## src/rtl/pulse_pair_gen.sv

```systemverilog
// rtl/pulse_pair_gen.sv - race-logic encoder: two spike times to one-cycle pulses per gamma window
//
// Purpose:
//   Converts two binary spike times into single-cycle x/y pulse events inside a
//   gamma window of GAMMA_LEN cycles. A time that is invalid or >= GAMMA_LEN is
//   "infinity" and produces no pulse. gamma_done marks the window boundary so the
//   downstream comparator can be cleared between windows.
//
// Ports:
//   clk         in   1   clock
//   rst_b       in   1   asynchronous active-low reset
//   start       in   1   request a window; sampled only in IDLE or DONE
//   x_time      in   WL  spike time for x, sampled with start
//   x_valid     in   1   1 = x_time finite, 0 = infinity
//   y_time      in   WL  spike time for y, sampled with start
//   y_valid     in   1   1 = y_time finite, 0 = infinity
//   x_pulse     out  1   one-cycle x spike (registered)
//   y_pulse     out  1   one-cycle y spike (registered)
//   busy        out  1   high in every RUN cycle
//   gamma_done  out  1   one-cycle pulse in the DONE cycle after the final count
//   cnt         out  WL  current window cycle count

module pulse_pair_gen #(
    parameter int WL        = 3,
    parameter int GAMMA_LEN = 8
) (
    input  logic          clk,
    input  logic          rst_b,
    input  logic          start,
    input  logic [WL-1:0] x_time,
    input  logic          x_valid,
    input  logic [WL-1:0] y_time,
    input  logic          y_valid,
    output logic          x_pulse,
    output logic          y_pulse,
    output logic          busy,
    output logic          gamma_done,
    output logic [WL-1:0] cnt
);

    typedef enum logic [1:0] {
        IDLE = 2'd0,
        RUN  = 2'd1,
        DONE = 2'd2
    } state_t;

    // Window length held one bit wider than cnt so GAMMA_LEN == 2**WL is representable.
    localparam logic [WL:0]   C_GAMMA = (WL+1)'(GAMMA_LEN);
    localparam logic [WL-1:0] C_LAST  = WL'(GAMMA_LEN - 1);

    state_t        r_state;
    logic [WL-1:0] r_x_time;
    logic [WL-1:0] r_y_time;
    // Latched "finite" flags: valid AND inside the window, so infinity is resolved
    // once at sampling time and never re-evaluated mid-window.
    logic          r_x_valid;
    logic          r_y_valid;

    logic [WL-1:0] w_cnt_inc;
    logic          w_x_fin_in;
    logic          w_y_fin_in;
    logic          w_last;

    assign w_cnt_inc  = cnt + WL'(1);
    assign w_x_fin_in = x_valid && ({1'b0, x_time} < C_GAMMA);
    assign w_y_fin_in = y_valid && ({1'b0, y_time} < C_GAMMA);
    assign w_last     = (cnt == C_LAST);

    // Pulses are registered one cycle ahead of the count they belong to, so that
    // x_pulse is high exactly in the RUN cycle where cnt == x_time. A time of 0 is
    // therefore decided on the sampling edge itself, using the raw inputs.
    always_ff @(posedge clk or negedge rst_b) begin
        if (!rst_b) begin
            r_state    <= IDLE;
            cnt        <= '0;
            x_pulse    <= 1'b0;
            y_pulse    <= 1'b0;
            busy       <= 1'b0;
            gamma_done <= 1'b0;
            r_x_time   <= '0;
            r_y_time   <= '0;
            r_x_valid  <= 1'b0;
            r_y_valid  <= 1'b0;
        end else begin
            case (r_state)
                IDLE, DONE: begin
                    gamma_done <= 1'b0;
                    cnt        <= '0;
                    if (start) begin
                        r_state   <= RUN;
                        busy      <= 1'b1;
                        r_x_time  <= x_time;
                        r_y_time  <= y_time;
                        r_x_valid <= w_x_fin_in;
                        r_y_valid <= w_y_fin_in;
                        x_pulse   <= w_x_fin_in && (x_time == '0);
                        y_pulse   <= w_y_fin_in && (y_time == '0);
                    end else begin
                        r_state <= IDLE;
                        busy    <= 1'b0;
                        x_pulse <= 1'b0;
                        y_pulse <= 1'b0;
                    end
                end

                RUN: begin
                    if (w_last) begin
                        r_state    <= DONE;
                        cnt        <= '0;
                        busy       <= 1'b0;
                        gamma_done <= 1'b1;
                        x_pulse    <= 1'b0;
                        y_pulse    <= 1'b0;
                    end else begin
                        cnt     <= w_cnt_inc;
                        x_pulse <= r_x_valid && (r_x_time == w_cnt_inc);
                        y_pulse <= r_y_valid && (r_y_time == w_cnt_inc);
                    end
                end

                default: begin
                    r_state    <= IDLE;
                    cnt        <= '0;
                    busy       <= 1'b0;
                    gamma_done <= 1'b0;
                    x_pulse    <= 1'b0;
                    y_pulse    <= 1'b0;
                end
            endcase
        end
    end

endmodule

```

## config.mk

```make
export PLATFORM = sky130hd
export DESIGN_NAME = pulse_pair_gen
export DESIGN_NICKNAME = d
export VERILOG_FILES = /design/src/rtl/pulse_pair_gen.sv
export SDC_FILE = /design/constraint.sdc
export NUM_CORES = 1
export LEC_CHECK = 0
export BUFFER_PORTS_ARGS = -buffer_cell sky130_fd_sc_hd__clkbuf_2
export CORE_MARGIN = 5
export CORE_UTILIZATION = 49
export DETAILED_ROUTE_END_ITERATION = 8
export GPL_ROUTABILITY_DRIVEN = 0
export MAX_ROUTING_LAYER = met4
export PLACE_DENSITY = 0.8
export SLEW_MARGIN = 20
export SYNTH_ARGS = -nofsm -noshare
export SYNTH_HDL_FRONTEND = slang
export SYNTH_SLANG_ARGS = --single-unit
```

## constraint.sdc

```tcl
create_clock -name clk -period 1.8 [get_ports clk]
set_input_delay 0.18 -clock clk [delete_from_list [all_inputs] [get_ports clk]]
set_output_delay 0.18 -clock clk [all_outputs]
set_load 0.05 [all_outputs]
```

# After elaboration in Yosys (flattened, before gate mapping)
# Index checks and enable logic that the tools add are counted.
totals:
  regBits: 17
  latchBits: 0
  ram_bits: 0
  mem_bits_ro: 0
  in_bits: 11
  out_inout_bits: 7
  n_memories: 0
classes:
  add_sub_neg: 1
  mul: 0
  div_mod_pow: 0
  order_cmp: 0
  n_eq_ne: 6
  shifts: 0
  muxes: 16
  bitwise_logic: 0
  n_reduce_logical: 9
op_table:
  columns: ["cell", "n"]
  rows:
  - ["1-bit two-way mux", 9]
  - ["3-bit == test", 2]
  - ["3-bit zero test", 2]
  - ["3-bit two-way mux", 2]
  - ["1-bit case mux with 2 select lines", 3]
  - ["1-bit logical AND", 4]
  - ["2-bit case mux with 2 select lines", 1]
  - ["3-bit by 1-bit adder with 3-bit output, second input constant", 1]
  - ["3-bit == test, second input constant", 1]
  - ["2-bit by 1-bit == test with 1-bit output, second input constant", 1]
  - ["2-bit == test, second input constant", 1]
  - ["2-bit zero test", 1]
  - ["2-bit two-way mux", 1]
  - ["2-bit inequality test, second input constant", 1]
  - ["2-bit AND reduction", 1]
  - ["2-bit OR reduction", 1]

# Depth between registers and ports, before layout
# Gate-level depths: netlist (run 1).
depth:
  depth_word: 5
  mapped_depth: 5

# Least setup slack after synthesis (run 1)
# OpenSTA, ideal clock, no wires.
synth_timing:
  kind: "register -> register"
  start: "reg cnt[0]"
  end: "reg x_pulse"
  setup_ns: 0.076
  arrival_ns: 1.553
  path_slack_ns: 0.171
  path_stages_with_launch: 6
  synth_period_minus_slack_ns: 1.629
  cell_sequence: "dfrtp_1 > ha_1 > ha_1 > xnor2_1 > nand3_1 > o21ai_1"
synth_between:
  elab_chain_cells: 5
  word_cells_on_any_way: 6
synth_lines:
  columns: ["item", "line_no", "source"]
  rows:
  - ["from (decl)", "38", "output logic [WL-1:0] cnt"]
  - ["from (signal assigned)", "115", "cnt <= w_cnt_inc;"]
  - ["3-bit by 1-bit adder with 3-bit output", "64", "assign w_cnt_inc = cnt + WL'(1);"]
  - ["3-bit == test", "116", "x_pulse <= r_x_valid && (r_x_time == w_cnt_inc);"]
  - ["1-bit logical AND", "116", null]
  - ["1-bit two-way mux *", "107", "if (w_last) begin"]
  - ["1-bit case mux with 2 select lines *", "85", "case (r_state)"]
  - ["to (signal assigned)", "96", "x_pulse <= w_x_fin_in && (x_time == '0);"]
  - ["to (signal assigned)", "116", null]
  - ["to (decl)", "34", "output logic x_pulse,"]
# Every way passes the cells marked *; elsewhere a longest branch is shown, timed or not.
# A chain may end at the register's enable or synchronous reset.

# Worst setup path after layout (run 1)
layout_timing:
  start: "reg cnt[0]"
  end: "reg y_pulse"
layout_between:
  elab_chain_cells: 5
  word_cells_on_any_way: 6
layout_lines:
  columns: ["item", "line_no", "source"]
  rows:
  - ["3-bit by 1-bit adder with 3-bit output", "64", null]
  - ["3-bit == test", "117", "y_pulse <= r_y_valid && (r_y_time == w_cnt_inc);"]
  - ["1-bit logical AND", "117", null]
  - ["1-bit two-way mux *", "107", null]
  - ["1-bit case mux with 2 select lines *", "85", null]
  - ["to (signal assigned)", "97", "y_pulse <= w_y_fin_in && (y_time == '0);"]
  - ["to (signal assigned)", "117", null]
  - ["to (decl)", "35", "output logic y_pulse,"]
# Marked as above.

==> results of run 1 <==
==> stage by stage <==
| step | hold WS, ps | util, % | power [µW] | setup slack (ps) |
|---|---|---|---|---|
| 2_1_floorplan | -116 | - | 1310 | 171 |
| 3_3_place_gp | 114 | 61.3 | 1470 | 320 |
| 3_5_place_dp | 119 | 61.3 | 1490 | 217 |
| 4_1_cts | 132 | 63.7 | 1680 | 197 |
| 5_1_grt | 134 | 63.7 | 1770 | 58.1 |
| 6_report | 140 | 63.7 | 1650 | 239 |
==> critical path: stages, from the launching register on <==
cell and delay [ps]:
dfrtp_1 440, ha_1 230, ha_1 220, nor3b_4 300, nand3_1 110, o21ai_1 180
==> placed cells by master, fill, tap and decap left out, drive strengths merged <==
| master | instances |
|---|---|
| clkbuf | 20 |
| or2 | 1 |
| dfrtp | 16 |
| nand3 | 2 |
| buf | 1 |
| xnor2 | 4 |
| dlygate4sd3 | 1 |
| xor2 | 2 |
| a21o | 1 |
| nor2b | 3 |
| nand2 | 4 |
| ha | 2 |
| and2 | 3 |
| o21ai | 2 |
| nor3b | 1 |
| mux2 | 8 |
| nor4b | 2 |
==> layout make-up <==
cell class                 instances  area, µm²
fill                             114        490
sequential                        16        400
multi-input combinational         35        315
timing repair buffer              19        103
clock buffer                       3       22.5
tap                               15       18.8
==> where the power goes <==
part / switching [µW] / total (µW) / internal (µW)
combinational: 456 / 835 / 379
sequential: 118 / 642 / 523
clock: 94.5 / 172 / 77.6
==> path summary, 6_finish.rpt <==
path | depth (start not counted) | from | end
worst min-delay path | 2 | y_valid | r_y_valid
worst max register to register | 5 | cnt[0] | y_pulse
worst min register to register | 1 | busy | busy
max in group asynchronous | 2 | rst_b | r_x_time[0]
worst max-delay path | 5 | cnt[0] | y_pulse
min in group asynchronous | 2 | rst_b | gamma_done
==> routing by layer <==
metal	up-vias	GRT usage [%]	wire length, µm
met4	0	9.42	22
met2	10	20.0	663
met1	205	15.6	536
met3	2	5.50	77
met5	-	-	0
li1	222	-	-
==> cell families (layout without fill, tap and decap cells) <==
| logic type | count (synthesis) | in the layout | share of synthesized area, % |
|---|---|---|---|
| adder cells (fa/ha/maj) | 2 | 2 | 3.44 |
| multiplexers | 8 | 8 | 15.5 |
| flip-flops | 16 | 16 | 55.1 |
| XOR/XNOR | 6 | 6 | 7.23 |
| buffers and inverters | 1 | 22 | 1.55 |
| AO/OA/AOI/OAI | 3 | 3 | 2.41 |
| AND/OR/NAND/NOR | 16 | 16 | 14.8 |
==> state kept, by name (all words and copies together) (netlist names) <==
name,flops
cnt,3
r_x_time,3
r_y_time,3
busy,1
gamma_done,1
r_state,1
r_x_valid,1
r_y_valid,1
x_pulse,1
y_pulse,1
==> flow_summary.json, run 1 <==
{
  "stdcell_count": 88,
  "synth_common_cells": "16 x dfrtp_1, 6 x mux2_4, 4 x nand2_1, 4 x xnor2_1, 3 x and2_1",
  "max_freq_ghz": 0.640,
  "syn_inst": 52,
  "synth_cell_type_count": 17,
  "cap_violations": 0,
  "dieArea_um2": 2350,
  "skew_ps": 2.62,
  "synth_flop_cell": "dfrtp_1",
  "ant_nets": 0,
  "p_leak_uw": 0.000424,
  "critPathRequiredTime_ps": 2000,
  "path_max_fanout": 6,
  "yosysTopAreaCellShare_pct": 55.1,
  "tns_ps": 0,
  "num_io_pins": 18,
  "numCtsBuffers": 3,
  "drcViolationCount": 0,
  "synth.avg_cell_area_um2": 14.0,
  "layout.nets": 88,
  "syn2layout_area_growth_pct": 18.2,
  "slew_headroom_pct": 74.1,
  "synth_area_um2": 727,
  "rsz0062_at_grt": "false",
  "ys_seq_area_share_pct": 55.1,
  "vias": 439,
  "die_h_um": 48.5,
  "netlist_top_cells_area": "dfrtp_1 55%, mux2_4 12%, xnor2_1 4.8%",
  "wl_mm": 1.30,
  "cts.clk_slew.worst_paths_ps": 80,
  "yosysWarnings": 0,
  "htree_levels": 1,
  "start_util_pct": 53.8,
  "hold_path_class": "in -> reg",
  "path_class": "reg -> reg",
  "hold_buffers": 1,
  "first_pass_iters": 1,
  "grt-ovfl-total": 0,
  "core_area_um2": 1350,
  "fp.dieW_um": 48.5,
  "num_rows": 13,
  "vias_per_cell": 4.99,
  "grt_first_pass_wirelength_mm": 2.37,
  "placed_cells": 84,
  "dpl-instance-area_um2": 827,
  "worstMarginPinSlew_ps": 388,
  "wire_per_inst_um": 14.8,
  "fin_crit_sh_pct": 86.7,
  "place.port_buffers": 17,
  "cts.sinks": 16,
  "ys_ff_latch": 16,
  "yosysMostFrequentCell": "dfrtp_1",
  "syn_nets": 65,
  "crit_path_start_kind": "register",
  "antenna_found_initial": 0,
  "cts_setup_buffers": 0,
  "cts.repair.resized": 0,
  "clock_latency_ps": 280,
  "grtUsageTotal_pct": 13.8,
  "status": "completed",
  "hold_viol": 0,
  "cts_buffer_depth": 2,
  "peakVddDrop_mv": 0.999,
  "async_flop_share_pct": 100,
  "period_needed_ps": 1560,
  "drt_iter0_drc": 0,
  "cts_root_buf": "clkbuf_4",
  "arrival_ps": 1760,
  "drv_slew": 0,
  "yosysTopAreaCell": "dfrtp_1",
  "grt_max_degree": 17,
  "grt_pass1_vias": 480,
  "crit_path_end_kind": "register",
  "dp_hpwl_mm": 1.06,
  "synth_edf_count": 0,
  "finalSetupViolCount": 0,
  "design_area_um2": 860,
  "drive_above_1_share_pct": 39.7,
  "power_density_nw_per_um2": 1920,
  "r2r_setup_slack_ps": 240,
  "antenna_cells": 0,
  "cts_tree": "yes"
}
Power figures use the tool's default switching activity.
==> inputs of run 2 (changes only) <==
CORE_MARGIN = 2   (was 5)
==> flow_summary.json, run 2 (synthesized netlist as in run 1, its figures left out) <==
{
  "status": "completed",
  "p_leak_uw": 0.000432,
  "layout.nets": 88,
  "cts_tree": "yes",
  "fillers": 101,
  "fin_util_pct": 64.7,
  "crit_path_end_kind": "register",
  "hold_buffers": 1,
  "ant_nets": 0,
  "core_area_um2": 1350,
  "hold_path_class": "in -> reg",
  "grtUsageTotal_pct": 18.1,
  "internal-power_uw": 1020,
  "die_h_um": 42.5,
  "peakVddDrop_mv": 1.10,
  "critPathRequiredTime_ps": 2000,
  "htree_levels": 1,
  "grt-ovfl-total": 0,
  "power_density_nw_per_um2": 1960,
  "first_pass_iters": 4,
  "path_max_fanout": 6,
  "skew_ps": 1.45,
  "layout_common_cells": "17 x clkbuf_2, 16 x dfrtp_1, 6 x mux2_4",
  "tns_ps": 0,
  "crit_path_start_kind": "register",
  "cts_buffer_depth": 2,
  "start_util_pct": 53.8,
  "cap_violations": 0,
  "finalSetupViolCount": 0,
  "p_comb_share_pct": 48.9,
  "cts_root_buf": "clkbuf_4",
  "vias": 452,
  "drt_iter0_drc": 8,
  "switching_power_uw": 692,
  "power_frac_seq_pct": 37.3,
  "slew_headroom_pct": 74.4,
  "crit_chain": "ha_1, ha_1, nor3b_4, nand3_1, o21ai_1",
  "cts.repair.resized": 0,
  "fin_crit_sh_pct": 87.3,
  "num_rows": 13,
  "wl_mm": 1.31,
  "syn2layout_area_growth_pct": 20.1,
  "clock_power_share_pct": 13.8,
  "switching_share_pct": 40.3,
  "grt_max_degree": 17,
  "arrival_ps": 1770,
  "fp.dieW_um": 42.5,
  "dp_hpwl_mm": 1.03,
  "worst_hold_path.num_cells": 2,
  "grt_first_pass_wirelength_mm": 2.28,
  "vias_per_cell": 5.08,
  "drv_slew": 0,
  "p_total_uw": 1720,
  "clock_latency_ps": 280,
  "wire_per_inst_um": 14.7,
  "max_freq_ghz": 0.636,
  "place.port_buffers": 17,
  "cpMaxStageDelayCell": "dfrtp_1",
  "cts_setup_buffers": 0,
  "period_needed_ps": 1570,
  "antenna_cells": 0,
  "worstMarginPinSlew_ps": 384,
  "crit_top_cell": "ha_1",
  "reg_top3": "cnt x3, r_x_time x3, r_y_time x3",
  "max_stage_delay_ps": 450,
  "final_common_cell": "clkbuf_2",
  "regArea_um2": 400,
  "hold_viol": 0,
  "cts.sinks": 16,
  "path_class": "reg -> reg",
  "num_io_pins": 18,
  "drcViolationCount": 0,
  "dieArea_um2": 1810,
  "multiInputGateArea_um2": 315,
  "cts.clk_slew.worst_paths_ps": 100,
  "numCtsBuffers": 3,
  "antenna_found_initial": 0,
  "grt_pass1_vias": 497,
  "drive_above_1_share_pct": 40.5,
  "rsz0062_at_grt": "false",
  "ff2ff_path_depth": 5
}
## run 2: cell types whose count changed in the layout (fill, tap and decap cells not counted)
cell	change
clkbuf_8	+1
## run 2: critical path: cells and delay by family, from the launching register on
kind / cells / cell delay (ps)
AO/OA/AOI/OAI: 1 / 180
AND/OR/NAND/NOR: 2 / 420
adder cells (fa/ha/maj): 2 / 450
flip-flops: 1 / 450
## run 2: final cells by class
cell class                      instances  area share [%]
Clock buffer                            4            4.15
Multi-Input combinational cell         35            36.1
Sequential cell                        16            45.8
Tap cell                               15            2.15
Timing Repair Buffer                   19            11.7
## run 2: through the flow
stage                     setup WS, ps  area [µm²]  std cells  hold slack [ps]
after floorplan                    171         727         52             -116
after global placement             341         827         84              113
after detailed placement           234         827         84              118
after CTS                          205         873         89              135
after global routing               124         873         89              134
final                              228         873         89              140
## run 2: final timing paths
check	slack (ps)	start	endpoint
max	230	cnt[0]	y_pulse
min	140	x_time[0]	r_x_time[0]
max reg2reg	230	cnt[0]	y_pulse
min reg2reg	490	busy	busy
max in group asynchronous	1190	rst_b	cnt[1]
min in group asynchronous	340	rst_b	gamma_done
## run 2: layer usage
metal / wire (µm) / GRT usage [%] / up-vias
met4: 15 / 7.50 / 0
li1: - / - / 223
met2: 669 / 31.4 / 12
met3: 51 / 3.88 / 2
met1: 573 / 20.1 / 215
met5: 0 / - / -
## run 2: power groups by stage
stage	sequential, µW	combinational [µW]	clock (µW)
3_5_place_dp	649	841	0
5_1_grt	662	916	262
3_3_place_gp	639	826	0
6_report	641	839	236
4_1_cts	642	847	241
2_1_floorplan	831	478	0
